--- config.mk ---
export PLATFORM = sky130hd
export DESIGN_NAME = y_ctrl_fsm_flat
export DESIGN_NICKNAME = d
export VERILOG_FILES = /design/src/rtl/y_ctrl_fsm_if.sv /design/src/rtl/y_ctrl_fsm.sv /design/src/flat_wrapper.sv
export SDC_FILE = /design/constraint.sdc
export NUM_CORES = 1
export LEC_CHECK = 0
export BUFFER_PORTS_ARGS = -buffer_cell sky130_fd_sc_hd__buf_2
export CAP_MARGIN = 25
export CORE_MARGIN = 3
export CORE_UTILIZATION = 28
export DETAILED_ROUTE_END_ITERATION = 6
export PLACE_DENSITY_LB_ADDON = 0.3
export REMOVE_ABC_BUFFERS = 1
export SYNTH_ARGS = -nofsm -noshare
export SYNTH_HDL_FRONTEND = slang
export SYNTH_SLANG_ARGS = --single-unit
--- constraint.sdc ---
create_clock -name clk -period 1.9 [get_ports clk]
set_clock_uncertainty 0.05 [all_clocks]
set_input_delay 0.285 -clock clk [delete_from_list [all_inputs] [get_ports clk]]
set_output_delay 0.285 -clock clk [all_outputs]
set_load 0.01 [all_outputs]
--- src/rtl/y_ctrl_fsm_if.sv ---
`default_nettype none
// ------------------------------------------------------------------
// y_ctrl_fsm_if : datapath bundle between y_ctrl_fsm and yIF/yID/yEX/yDM/yWB
// Revision 1.0
// ------------------------------------------------------------------
interface y_ctrl_fsm_if;
  logic        run;
  logic [31:0] ins;
  logic        zero;
  logic [31:0] PCp4;
  logic [31:0] branch;
  logic [31:0] jTarget;
  logic [31:0] PCin;
  logic        RegWrite;
  logic        ALUSrc;
  logic [2:0]  op;
  logic        MemRead;
  logic        MemWrite;
  logic        Mem2Reg;
  logic        illegal;
  logic [2:0]  state;
  logic [31:0] retired;

  modport master (
    input  run, ins, zero, PCp4, branch, jTarget,
    output PCin, RegWrite, ALUSrc, op, MemRead, MemWrite, Mem2Reg, illegal, state, retired
  );

  modport slave (
    output run, ins, zero, PCp4, branch, jTarget,
    input  PCin, RegWrite, ALUSrc, op, MemRead, MemWrite, Mem2Reg, illegal, state, retired
  );
endinterface
`default_nettype wire

--- src/rtl/y_ctrl_fsm.sv ---
`default_nettype none
// ------------------------------------------------------------------
// y_ctrl_fsm : multi-cycle control unit and PC register
// Revision 1.0
// ------------------------------------------------------------------
module y_ctrl_fsm #(
  parameter logic [31:0] RESET_PC = 32'h28
) (
  input  wire logic    clk,
  input  wire logic    reset,
  y_ctrl_fsm_if.master bus
);

  typedef enum logic [2:0] {
    FETCH  = 3'd0,
    DECODE = 3'd1,
    EXEC   = 3'd2,
    MEM    = 3'd3,
    WB     = 3'd4
  } state_t;

  localparam logic [6:0] OPC_R   = 7'h33;
  localparam logic [6:0] OPC_I   = 7'h13;
  localparam logic [6:0] OPC_LW  = 7'h03;
  localparam logic [6:0] OPC_SW  = 7'h23;
  localparam logic [6:0] OPC_BEQ = 7'h63;
  localparam logic [6:0] OPC_JAL = 7'h6F;

  localparam logic [2:0] ALU_ADD = 3'b010;
  localparam logic [2:0] ALU_SUB = 3'b110;
  localparam logic [2:0] ALU_AND = 3'b000;
  localparam logic [2:0] ALU_OR  = 3'b001;
  localparam logic [2:0] ALU_SLT = 3'b111;

  state_t      cur_state;
  state_t      nxt_state;
  logic [31:0] ir;
  logic [31:0] nxt_ir;
  logic [31:0] pc;
  logic [31:0] nxt_pc;
  logic [31:0] ret_cnt;
  logic [31:0] nxt_ret_cnt;

  logic        alu_src;
  logic [2:0]  alu_op;
  logic        reg_write;
  logic        mem_read;
  logic        mem_write;
  logic        mem_to_reg;
  logic        illegal_q;

  logic        dec_alu_src;
  logic [2:0]  dec_op;
  logic        dec_reg_write;
  logic        dec_mem_read;
  logic        dec_mem_write;
  logic        dec_mem_to_reg;
  logic        dec_illegal;

  function automatic logic is_supported(input logic [6:0] opc);
    case (opc)
      OPC_R, OPC_I, OPC_LW, OPC_SW, OPC_BEQ, OPC_JAL: is_supported = 1'b1;
      default:                                        is_supported = 1'b0;
    endcase
  endfunction

  // Shared R/I funct3 map; only R-type honours ir[30] as the sub selector.
  function automatic logic [2:0] funct_op(input logic [2:0] f3, input logic sub_sel);
    case (f3)
      3'b000:  funct_op = sub_sel ? ALU_SUB : ALU_ADD;
      3'b111:  funct_op = ALU_AND;
      3'b110:  funct_op = ALU_OR;
      3'b010:  funct_op = ALU_SLT;
      default: funct_op = ALU_ADD;
    endcase
  endfunction

  always_comb begin
    nxt_state   = cur_state;
    nxt_ir      = ir;
    nxt_pc      = pc;
    nxt_ret_cnt = ret_cnt;
    case (cur_state)
      FETCH: begin
        if (bus.run) begin
          nxt_ir    = bus.ins;
          nxt_state = DECODE;
        end
      end
      DECODE: begin
        if (is_supported(ir[6:0])) begin
          nxt_state = EXEC;
        end else begin
          nxt_pc      = bus.PCp4;
          nxt_ret_cnt = ret_cnt + 32'd1;
          nxt_state   = FETCH;
        end
      end
      EXEC: begin
        case (ir[6:0])
          OPC_LW, OPC_SW: nxt_state = MEM;
          OPC_BEQ: begin
            nxt_pc      = bus.zero ? bus.branch : bus.PCp4;
            nxt_ret_cnt = ret_cnt + 32'd1;
            nxt_state   = FETCH;
          end
          default: nxt_state = WB;
        endcase
      end
      MEM: begin
        if (ir[6:0] == OPC_LW) begin
          nxt_state = WB;
        end else begin
          nxt_pc      = bus.PCp4;
          nxt_ret_cnt = ret_cnt + 32'd1;
          nxt_state   = FETCH;
        end
      end
      WB: begin
        nxt_pc      = (ir[6:0] == OPC_JAL) ? bus.jTarget : bus.PCp4;
        nxt_ret_cnt = ret_cnt + 32'd1;
        nxt_state   = FETCH;
      end
      default: nxt_state = FETCH;
    endcase
  end

  // Decode the controls for the state being entered so they appear registered
  // in the same cycle as that state; ALUSrc/op stay valid through MEM and WB.
  always_comb begin
    dec_alu_src    = 1'b0;
    dec_op         = ALU_ADD;
    dec_reg_write  = 1'b0;
    dec_mem_read   = 1'b0;
    dec_mem_write  = 1'b0;
    dec_mem_to_reg = 1'b0;
    dec_illegal    = 1'b0;
    case (nxt_state)
      DECODE: dec_illegal = !is_supported(nxt_ir[6:0]);
      EXEC, MEM, WB: begin
        case (nxt_ir[6:0])
          OPC_R:   dec_op = funct_op(nxt_ir[14:12], nxt_ir[30]);
          OPC_I: begin
            dec_alu_src = 1'b1;
            dec_op      = funct_op(nxt_ir[14:12], 1'b0);
          end
          OPC_BEQ: dec_op = ALU_SUB;
          default: dec_alu_src = 1'b1;
        endcase
        dec_mem_read   = (nxt_state == MEM) && (nxt_ir[6:0] == OPC_LW);
        dec_mem_write  = (nxt_state == MEM) && (nxt_ir[6:0] == OPC_SW);
        dec_reg_write  = (nxt_state == WB);
        dec_mem_to_reg = (nxt_state == WB) && (nxt_ir[6:0] == OPC_LW);
      end
      default: ;
    endcase
  end

  always_ff @(posedge clk) begin
    if (reset) begin
      cur_state  <= FETCH;
      ir         <= '0;
      pc         <= RESET_PC;
      ret_cnt    <= '0;
      alu_src    <= 1'b0;
      alu_op     <= ALU_ADD;
      reg_write  <= 1'b0;
      mem_read   <= 1'b0;
      mem_write  <= 1'b0;
      mem_to_reg <= 1'b0;
      illegal_q  <= 1'b0;
    end else begin
      cur_state  <= nxt_state;
      ir         <= nxt_ir;
      pc         <= nxt_pc;
      ret_cnt    <= nxt_ret_cnt;
      alu_src    <= dec_alu_src;
      alu_op     <= dec_op;
      reg_write  <= dec_reg_write;
      mem_read   <= dec_mem_read;
      mem_write  <= dec_mem_write;
      mem_to_reg <= dec_mem_to_reg;
      illegal_q  <= dec_illegal;
    end
  end

  assign bus.PCin     = pc;
  assign bus.RegWrite = reg_write;
  assign bus.ALUSrc   = alu_src;
  assign bus.op       = alu_op;
  assign bus.MemRead  = mem_read;
  assign bus.MemWrite = mem_write;
  assign bus.Mem2Reg  = mem_to_reg;
  assign bus.illegal  = illegal_q;
  assign bus.state    = cur_state;
  assign bus.retired  = ret_cnt;

endmodule
`default_nettype wire

--- src/flat_wrapper.sv ---
// flat-port wrapper written by rule: the top's interface ports become plain ports
module y_ctrl_fsm_flat 
#(
  parameter logic [31:0] RESET_PC = 32'h28
)
  (clk, reset, bus_run, bus_ins, bus_zero, bus_PCp4, bus_branch, bus_jTarget, bus_PCin, bus_RegWrite, bus_ALUSrc, bus_op, bus_MemRead, bus_MemWrite, bus_Mem2Reg, bus_illegal, bus_state, bus_retired);
  y_ctrl_fsm_if bus_i ();
  input  wire logic clk;
  input  wire logic reset;
  input wire logic [$bits(bus_i.run)-1:0] bus_run;
  input wire logic [$bits(bus_i.ins)-1:0] bus_ins;
  input wire logic [$bits(bus_i.zero)-1:0] bus_zero;
  input wire logic [$bits(bus_i.PCp4)-1:0] bus_PCp4;
  input wire logic [$bits(bus_i.branch)-1:0] bus_branch;
  input wire logic [$bits(bus_i.jTarget)-1:0] bus_jTarget;
  output wire logic [$bits(bus_i.PCin)-1:0] bus_PCin;
  output wire logic [$bits(bus_i.RegWrite)-1:0] bus_RegWrite;
  output wire logic [$bits(bus_i.ALUSrc)-1:0] bus_ALUSrc;
  output wire logic [$bits(bus_i.op)-1:0] bus_op;
  output wire logic [$bits(bus_i.MemRead)-1:0] bus_MemRead;
  output wire logic [$bits(bus_i.MemWrite)-1:0] bus_MemWrite;
  output wire logic [$bits(bus_i.Mem2Reg)-1:0] bus_Mem2Reg;
  output wire logic [$bits(bus_i.illegal)-1:0] bus_illegal;
  output wire logic [$bits(bus_i.state)-1:0] bus_state;
  output wire logic [$bits(bus_i.retired)-1:0] bus_retired;
  assign bus_i.run = bus_run;
  assign bus_i.ins = bus_ins;
  assign bus_i.zero = bus_zero;
  assign bus_i.PCp4 = bus_PCp4;
  assign bus_i.branch = bus_branch;
  assign bus_i.jTarget = bus_jTarget;
  assign bus_PCin = bus_i.PCin;
  assign bus_RegWrite = bus_i.RegWrite;
  assign bus_ALUSrc = bus_i.ALUSrc;
  assign bus_op = bus_i.op;
  assign bus_MemRead = bus_i.MemRead;
  assign bus_MemWrite = bus_i.MemWrite;
  assign bus_Mem2Reg = bus_i.Mem2Reg;
  assign bus_illegal = bus_i.illegal;
  assign bus_state = bus_i.state;
  assign bus_retired = bus_i.retired;
  y_ctrl_fsm #(.RESET_PC(RESET_PC)) u_core (.clk(clk), .reset(reset), .bus(bus_i));
endmodule
After elaboration in Yosys (flattened, before gate mapping)
Index checks and enable logic that the tools add are counted.
Widths: inputs -> output; s select.
{"block": "totals", "register_bits": 107, "in_bits": 132, "output_inout_bits": 76, "wordCells": 83}
{"block": "classes", "add_sub_neg": 1, "eq_ne": 26, "mux": 26, "bitwise_logic": 2, "n_reduce_logical": 16}
{"operator": "$mux 32", "n": 8}
{"operator": "$pmux 32 s4", "n": 2}
{"operator": "$mux 31", "n": 2}
{"operator": "$add 32x1->32 const B", "n": 1}
{"operator": "$eq 7x6->1 const B", "n": 4}
{"operator": "$eq 7x7->1 const B", "n": 4}
{"operator": "$pmux 3 s4", "n": 2}
{"operator": "$pmux 3 s3", "n": 2}
{"operator": "$eq 3x2->1 const B", "n": 5}
{"operator": "$eq 7x2->1 const B", "n": 2}
{"operator": "$eq 7x5->1 const B", "n": 2}
{"operator": "$eq 3x3->1 const B", "n": 4}
{"operator": "$reduce_or 6->1", "n": 2}
{"operator": "$mux 3", "n": 3}
{"operator": "$reduce_or 2->1", "n": 4}
{"operator": "$eq 3x1->1 const B", "n": 2}
{"operator": "$logic_not 3->1", "n": 2}
{"operator": "$pmux 3 s2", "n": 1}
{"operator": "$mux 1", "n": 5}
{"operator": "$ne 2x2->1 const B", "n": 2}
{"operator": "$reduce_and 4->1", "n": 1}
{"operator": "$reduce_bool 4->1", "n": 1}
{"operator": "$logic_and 1x1->1", "n": 3}
{"operator": "$reduce_or 3->1", "n": 1}
{"operator": "other kinds (5)", "n": 6}

Logic depth before layout (Yosys ltp)
Gate-level depths: netlist of run 1.
{"block": "depth", "word_depth": 10, "depth_mapped": 8, "ltp_nobuf": 6}

Least setup slack after synthesis of run 1
Ideal clock, no wire load.
{"block": "synth_path", "path_type": "reg2reg", "from": "reg u_core.cur_state[1], in the netlist u_core.bus.state[1]", "to": "reg u_core.alu_op[1], in the netlist u_core.bus.op[1]", "setup_time_ns": 0.134, "arrival_ns": 1.961, "required_time_ns": 1.716, "setup_slack_ns": -0.245, "path_stages_with_launch": 8, "path_buffers": 2, "period_less_slack_ns": 2.145, "path_cell_list": "dfxtp_1 buf_2 or4b_1 buf_2 nand4_1 o41a_2 a21bo_2 or4_1"}
{"block": "synth_between", "elab_chain_cells": 6, "word_cells_on_any_way": 23, "cone_classes": "eq/ne: 12; mux: 6; bitwise: 1; reduce/logical: 4"}
{"element": "from (decl)", "line": "y_ctrl_fsm.sv:35", "text": "state_t cur_state;"}
{"element": "from (signal assigned)", "line": "y_ctrl_fsm.sv:173", "text": "cur_state <= nxt_state;"}
{"element": "$eq 3x2->1, or another cell as far along", "line": "y_ctrl_fsm.sv:83", "text": "case (cur_state)"}
{"element": "$pmux 3 s4", "line": "y_ctrl_fsm.sv:83"}
{"element": "$eq 3x2->1 or $eq 3x3->1 (tied branches)", "line": "y_ctrl_fsm.sv:138", "text": "case (nxt_state)"}
{"element": "$reduce_or 3->1", "line": "y_ctrl_fsm.sv:138"}
{"element": "$not 1->1 (no line)"}
{"element": "$reduce_or 2->1 (no line)"}
{"element": "to (signal assigned)", "line": "y_ctrl_fsm.sv:178", "text": "alu_op <= dec_op;"}
{"element": "to (decl)", "line": "y_ctrl_fsm.sv:45", "text": "logic [2:0] alu_op;"}
Several ways; a longest one is shown, not always the timed one.
A chain may end at the register's enable or synchronous reset.

Final worst setup path of run 1
{"block": "layout_path", "from": "reg u_core.cur_state[2], in the netlist u_core.bus.state[2]", "to": "reg u_core.alu_op[1], in the netlist u_core.bus.op[1]"}
Same word-level chain as after synthesis.

==> results of run 1 <==
-- repair_timing --
item / 4_1_cts / 5_1_grt
hold endpoints to repair: 0 / 0
gates cloned: 2 / 9
pin swaps: 13 / 33
gates resized for setup: 24 / 145
setup endpoints to repair: 60 / 67
buffers inserted: 3 / 14
-- cell type report --
class / count / area [um^2] / share of cell area, %
clock buffers: 14 / 274.0 / 3.634
repair buffers: 305 / 2143 / 28.43
well taps: 211 / 264.0 / 3.501
multi-input cells: 388 / 3033 / 40.23
clock inverters: 2 / 37.54 / 0.4978
inverters: 7 / 26.28 / 0.3485
flip-flops and latches: 87 / 1762 / 23.37
-- per-layer routing --
metal | vias to the layer above | GRT usage [%] | wire, um
met5 | - | 0 | 13
met4 | 2 | 5.251 | 204
met3 | 16 | 3.637 | 830
met2 | 141 | 27.13 | 7387
met1 | 2313 | 19.79 | 6834
li1 | 2547 | - | -
-- power by group through the flow --
stage	combinational (mW)	clock [mW]	sequential, mW
after global placement	0.520	0	1.96
after CTS	0.535	1.90	1.92
after detailed placement	0.521	0	1.96
after global routing	0.700	1.97	1.93
after floorplan	0.177	0	1.98
final	0.638	1.84	1.92
-- per-stage QoR --
| stage | power, mW | hold WS, ns | cells |
|---|---|---|---|
| floorplan | 2.160 | 0.3041 | 482 |
| global placement | 2.478 | 0.3992 | 970 |
| detailed placement | 2.480 | 0.4026 | 970 |
| CTS | 4.355 | 0.1301 | 991 |
| global route | 4.602 | 0.1647 | 1014 |
| finish | 4.404 | 0.1436 | 1014 |
-- how the worst max path moves through the flow --
stage,from,end,slack (ns),cells after the start
after floorplan,u_core.bus.state[1],u_core.bus.retired[22],-1.52,5
after global placement,bus_run,u_core.bus.op[1],-0.20,6
after detailed placement,bus_run,u_core.bus.op[1],-0.19,6
after CTS,u_core.bus.state[1],u_core.bus.op[1],-0.09,5
after global routing,u_core.bus.state[1],u_core.bus.PCin[2],-0.20,8
final,u_core.bus.state[2],u_core.bus.op[1],-0.13,5
-- cell usage after synthesis, drive strengths merged, types with 2 or more instances --
library cell / number
a211oi: 20
a21oi: 83
a221o: 2
a22o: 19
a31o: 3
and2: 3
and3: 5
and4: 2
buf: 13
clkbuf: 31
dfxtp: 87
inv: 7
mux2: 3
mux2i: 15
nand2: 27
nand2b: 13
nand3: 14
nand4: 15
nand4b: 2
nand4bb: 2
nor2: 45
nor2b: 4
nor3: 5
nor3b: 3
nor4: 8
o21a: 2
o21ai: 12
o221ai: 11
o22ai: 2
o31ai: 20
or2: 6
or3: 8
or4: 21
-- kinds of logic after synthesis --
| logic type | Yosys count | share of synthesized area [%] |
|---|---|---|
| DFF | 87 | 39.62 |
| AOI/OAI and AO/OA | 182 | 27.04 |
| and+or+nand+nor | 187 | 24.05 |
| adders and majority gates | 1 | 0.2846 |
| muxes | 18 | 4.184 |
| buffers and inverters | 51 | 4.811 |
-- cell usage in the layout, fill, tap and decap left out, types with 7 or more instances in the layout --
cell type,n
o21ai_0,7
nand2_1,25
dfxtp_2,13
a22o_1,18
a21oi_1,48
mux2i_1,14
buf_12,8
o31ai_1,17
buf_2,188
buf_4,76
a21oi_2,34
o221ai_1,11
a211oi_2,19
buf_6,25
dfxtp_1,73
nor2_1,38
nand4_1,15
nand2b_1,13
inv_1,7
or4_1,11
or4_4,10
nand3_1,11
clkbuf_16,13
-- state kept, by name, summed over array words and instances, names as in the netlist --
name,cells
u_core.bus.PCin,32
u_core.bus.MemWrite,1
u_core.bus.Mem2Reg,1
u_core.bus.retired,32
u_core.bus.ALUSrc,1
u_core.bus.RegWrite,1
u_core.bus.op,3
u_core.bus.MemRead,1
u_core.bus.state,3
u_core.bus.illegal,1
u_core.ir,11
-- critical path, cell delays in order (launching register included) --
cell and delay, ns:
dfxtp_2 0.32, or4b_4 0.59, nand4_1 0.13, o41a_4 0.16, a21bo_2 0.21, or4_1 0.45
==> run metrics, run 1 <==
EDFF count, synth 0; Synth async-reset ratio 0%; Mapped Avg Cell Area between 8 and 9 um^2; final-report hold violation count 0; Post-Synthesis Cells 526; Core Area 15260 um^2; NetSw 1.062 mW; critical path class reg2reg; DRT Wirelength 15270 um; # fillers between 1000 and 1500; initial antenna violation count 1; dpl cell area 6192 um^2; reg-to-reg endpoint u_core.bus.op[1]; share of the synthesized area in the top cell type 39.62%; VDD IR max 0.3985 mV; H-tree depth 3; sequential share of the synthesized area 39.62%; Int Power 3.342 mW; vias in the first global route between 4000 and 5000; CTS tree done; largest net degree at the start of global routing 45; hold path cells 2; final net count slightly above 900; clock sinks 87; part of the power in the clock network 41.8%; post-route ant nets 0; I/O pins 208; count of pins over their slew limit 0; class of the worst hold path in2reg; Comb pwr share 14.5%; Reg power frac a little over two fifths; first-pass GRT wire length 22870 um; Port-buffer cells 186; Total GRT Usage 15.88%; Layout area overhead 71.53%; dpl hpwl 10250 um; Die W 131.3 um; post-synth cell types 53; post-synthesis register bit count 87; worst r2r src u_core.bus.state[2]; f_max 0.4932 GHz; share of layout cells above drive strength 1 roughly 56%; Final Util about half; die area about 17000 um^2; Rows 45; crit end category flip-flop; DRT iter0 DRCs 115; chip height 131.3 um; failing checks setup timing; Cell Pwr Density 584.1 nW/um^2; DRC 0; pre-CTS WS -0.1938 ns; CP arrival roughly 2.2 ns; min Tclk post-route approximately 2.0 ns; static leakage 3.146 nW; post-synth top area cell dfxtp_1; post-route setup TNS -1.110 ns; outcome complete, but fails checks; R2R Setup Slk -0.13 ns; initial core utilization 28.81%; critical path launch point type flip-flop; Avg Vias per Cell 4.950; n_diodes 0; Final Cycle Share 106.7%; wire per inst 15.06 um; via count 5019; HP Start reset; post-layout instance area 7540 um^2; Synth Cell Area 4395 um^2; Post-CTS Hold Buffers 0; Initial DRT Pass Iterations 6; total grt overflow 0; Max-cap violations 0; Slew @ Worst Pin 0.4165 ns; predominant post-synthesis flop cell dfxtp_1; Critical Path Fanout Max 5; GPL Wtd Cong 0.8272; Sw Ratio 24.11%; RSZ-0062 raised after global routing yes; setup violators final 34; Clock Tree Root clkbuf_16; Hold EP u_core.bus.state[1]; worst r2r path cells 5; Area contributors post-synth dfxtp_1, a21oi_1, nor2_1; clock buffer depth 2; fin worst setup slack -0.1278 ns; CTS buffer count 9; Worst Path Required 2.07 ns; Worst-path clk slew 0.06 ns; worst skew pair latency 0.34 ns; Ys Warns 0; Relative slew margins 72.23%
Note: power is estimated with default switching activity, not from simulation.
==> run 2: changes to the inputs <==
--- a/config.mk
+++ b/config.mk
@@ -8,7 +8,7 @@
 export BUFFER_PORTS_ARGS = -buffer_cell sky130_fd_sc_hd__buf_2
 export CAP_MARGIN = 25
 export CORE_MARGIN = 3
-export CORE_UTILIZATION = 28
+export CORE_UTILIZATION = 42
 export DETAILED_ROUTE_END_ITERATION = 6
 export PLACE_DENSITY_LB_ADDON = 0.3
 export REMOVE_ABC_BUFFERS = 1
==> run 2 against run 1 <==
  * The flow still finishes with violations (setup timing)
  * Cell area down 9.8%
  * Total power down 11%
  * Clock-buffer cell count down 3
  * Cell count down 10%
  * Critical endpoint unchanged
==> run metrics, run 2 (synthesized netlist as in run 1, its figures left out) <==
outcome complete, but fails checks; failing checks setup timing; Relative slew margins 64.02% (-8.2 points); Max-cap violations 0 (unchanged); DRT Wirelength 15330 um (+0.38%); final-report hold violation count 0 (unchanged); I/O pins 208 (unchanged); CTS buffer count 9 (unchanged); Hold EP u_core.ir[4]; via count 5162 (+2.8%); worst skew pair latency 0.36 ns (+0.02 ns); Avg Vias per Cell 5.660 (+14%); Die W 108.3 um (-18%); initial antenna violation count 2 (+1); Cells after DPL 880 (-9.3%); min Tclk post-route 2.017 ns (-0.01040 ns); clock buffer depth 2 (unchanged); reg-to-reg endpoint u_core.bus.op[1]; post-route setup TNS -0.8869 ns (+0.2234 ns); DRT iter0 DRCs 273 (+140%); # fillers 783 (-47%); Core Area 9955 um^2 (-35%); Final Power 3.933 mW (-11%); Final Util 68.33% (+19 points); most frequent cells in the layout buf_2, dfxtp_1, buf_4; Cell Pwr Density 578.2 nW/um^2 (-1.0%); chip height 108.3 um (-18%); GPL Wtd Cong 0.8933 (+8.0%); Port-buffer cells 186 (unchanged); static leakage 2.880 nW (-8.5%); initial core utilization 44.16% (+15 points); post-route non-filler standard cell count 912 (-10%); Layout area overhead 54.74%; wire per inst 16.81 um (+12%); largest net degree at the start of global routing 48 (+6.7%); setup violators final 15 (-56%); Initial DRT Pass Iterations 5 (-1); Worst-path clk slew 0.08 ns (+0.02 ns); critical path class reg2reg; HP Start reset; total grt overflow 0 (unchanged); dpl cell area 6010 um^2 (-3.0%); worst r2r path cells 5 (unchanged); pre-CTS WS -0.1665 ns (+0.02733 ns); CP arrival 2.20 ns (about the same); Slew @ Worst Pin 0.5397 ns (+0.1232 ns); f_max 0.4957 GHz (+0.52%); commonest non-fill, non-tap cell in the layout buf_2; hold path cells 2 (unchanged); vias in the first global route 4750 (+0.81%); clock sinks 87 (unchanged); first-pass GRT wire length 22600 um (-1.2%); Critical Path Fanout Max 4 (-1); CP max stage cell or4b_4; cells along the critical path or4b_4 > nand4_1 > o41a_4 > a21bo_2 > or4_1; crit end category flip-flop; post-layout instance area 6802 um^2 (-9.8%); DRC 0 (unchanged); die area 11730 um^2 (-32%); post-route ant nets 0 (unchanged); Min Hold Slack 0.1154 ns (-0.02818 ns); count of pins over their slew limit 0 (unchanged); fin worst setup slack -0.1174 ns (+0.01040 ns); Rows 36 (-20%); Worst Path Required 2.08 ns (about the same); H-tree depth 3 (unchanged); Total GRT Usage 23.81% (+7.9 points); final net count 906 (-2.7%); class of the worst hold path in2reg; CTS tree done; Clock Tree Root clkbuf_8; dpl hpwl 10540 um (+2.9%); share of layout cells above drive strength 1 48.26% (-8.0 points); R2R Setup Slk -0.12 ns (about the same); VDD IR max 0.4236 mV (+6.3%); critical path launch point type flip-flop; Final Cycle Share 106.2% (-0.55 points); RSZ-0062 raised after global routing yes; Worst path max stage delay 0.58 ns (about the same); worst r2r src u_core.bus.state[2]
run 2: cell types whose count changed in the layout (fill, tap and decap cells not counted), sizes merged:
cell / delta
buf: -24
bufbuf: -1
bufinv: +1
clkbuf: -3
clkinv: +2
clkinvlp: -1
diode: +2
run 2: worst max-delay path, delay by kind of cell, from the launching register on:
| family | cells | cell delay [ns] |
|---|---|---|
| AO/OA/AOI/OAI | 2 | 0.36 |
| flip-flops | 1 | 0.33 |
| AND/OR/NAND/NOR | 3 | 1.15 |
run 2: what timing repair did:
action,in CTS,in global routing
pin swaps,11,31
hold buffers,0,0
resized for setup,23,65
buffers inserted,5,8
endpoints found under the setup margin,31,69
cloned,0,4
run 2: worst max-delay path by stage:
| stage | startpoint | to | slack, ns | depth (start not counted) |
|---|---|---|---|---|
| after floorplan | u_core.bus.state[1] | u_core.bus.retired[22] | -1.52 | 5 |
| after global placement | u_core.bus.state[1] | u_core.bus.op[1] | -0.14 | 5 |
| after detailed placement | u_core.bus.state[1] | u_core.bus.op[1] | -0.17 | 5 |
| after CTS | u_core.bus.state[1] | u_core.bus.op[1] | -0.11 | 5 |
| after global routing | u_core.bus.retired[10] | u_core.bus.retired[31] | -0.20 | 6 |
| final | u_core.bus.state[2] | u_core.bus.op[1] | -0.12 | 5 |
run 2: area by class of cell:
type	instances	area (um^2)	share of cell area, %
Antenna cell	2	5.005	0.07358
Multi-Input combinational cell	388	2760	40.58
Inverter	7	26.28	0.3863
Timing Repair Buffer	280	1874	27.56
Tap cell	133	166.4	2.447
Clock buffer	11	141.4	2.079
Sequential cell	87	1758	25.85
Clock inverter	4	70.07	1.030
run 2: layer usage:
| metal | up-vias | track usage (%) | wire length (um) |
|---|---|---|---|
| met1 | 2407 | 28.85 | 6092 |
| met2 | 229 | 39.79 | 7614 |
| met4 | 2 | 10.55 | 391 |
| met5 | - | 0 | 7 |
| li1 | 2488 | - | - |
| met3 | 36 | 6.149 | 1223 |
run 2: power by group:
part / internal, mW / leakage (nW) / total [mW] / switching, mW
Clock: 0.766 / 0.109 / 1.42 / 0.654
Combinational: 0.299 / 2.06 / 0.588 / 0.289
Sequential: 1.88 / 0.712 / 1.92 / 0.0413
Total: 2.95 / 2.88 / 3.93 / 0.985
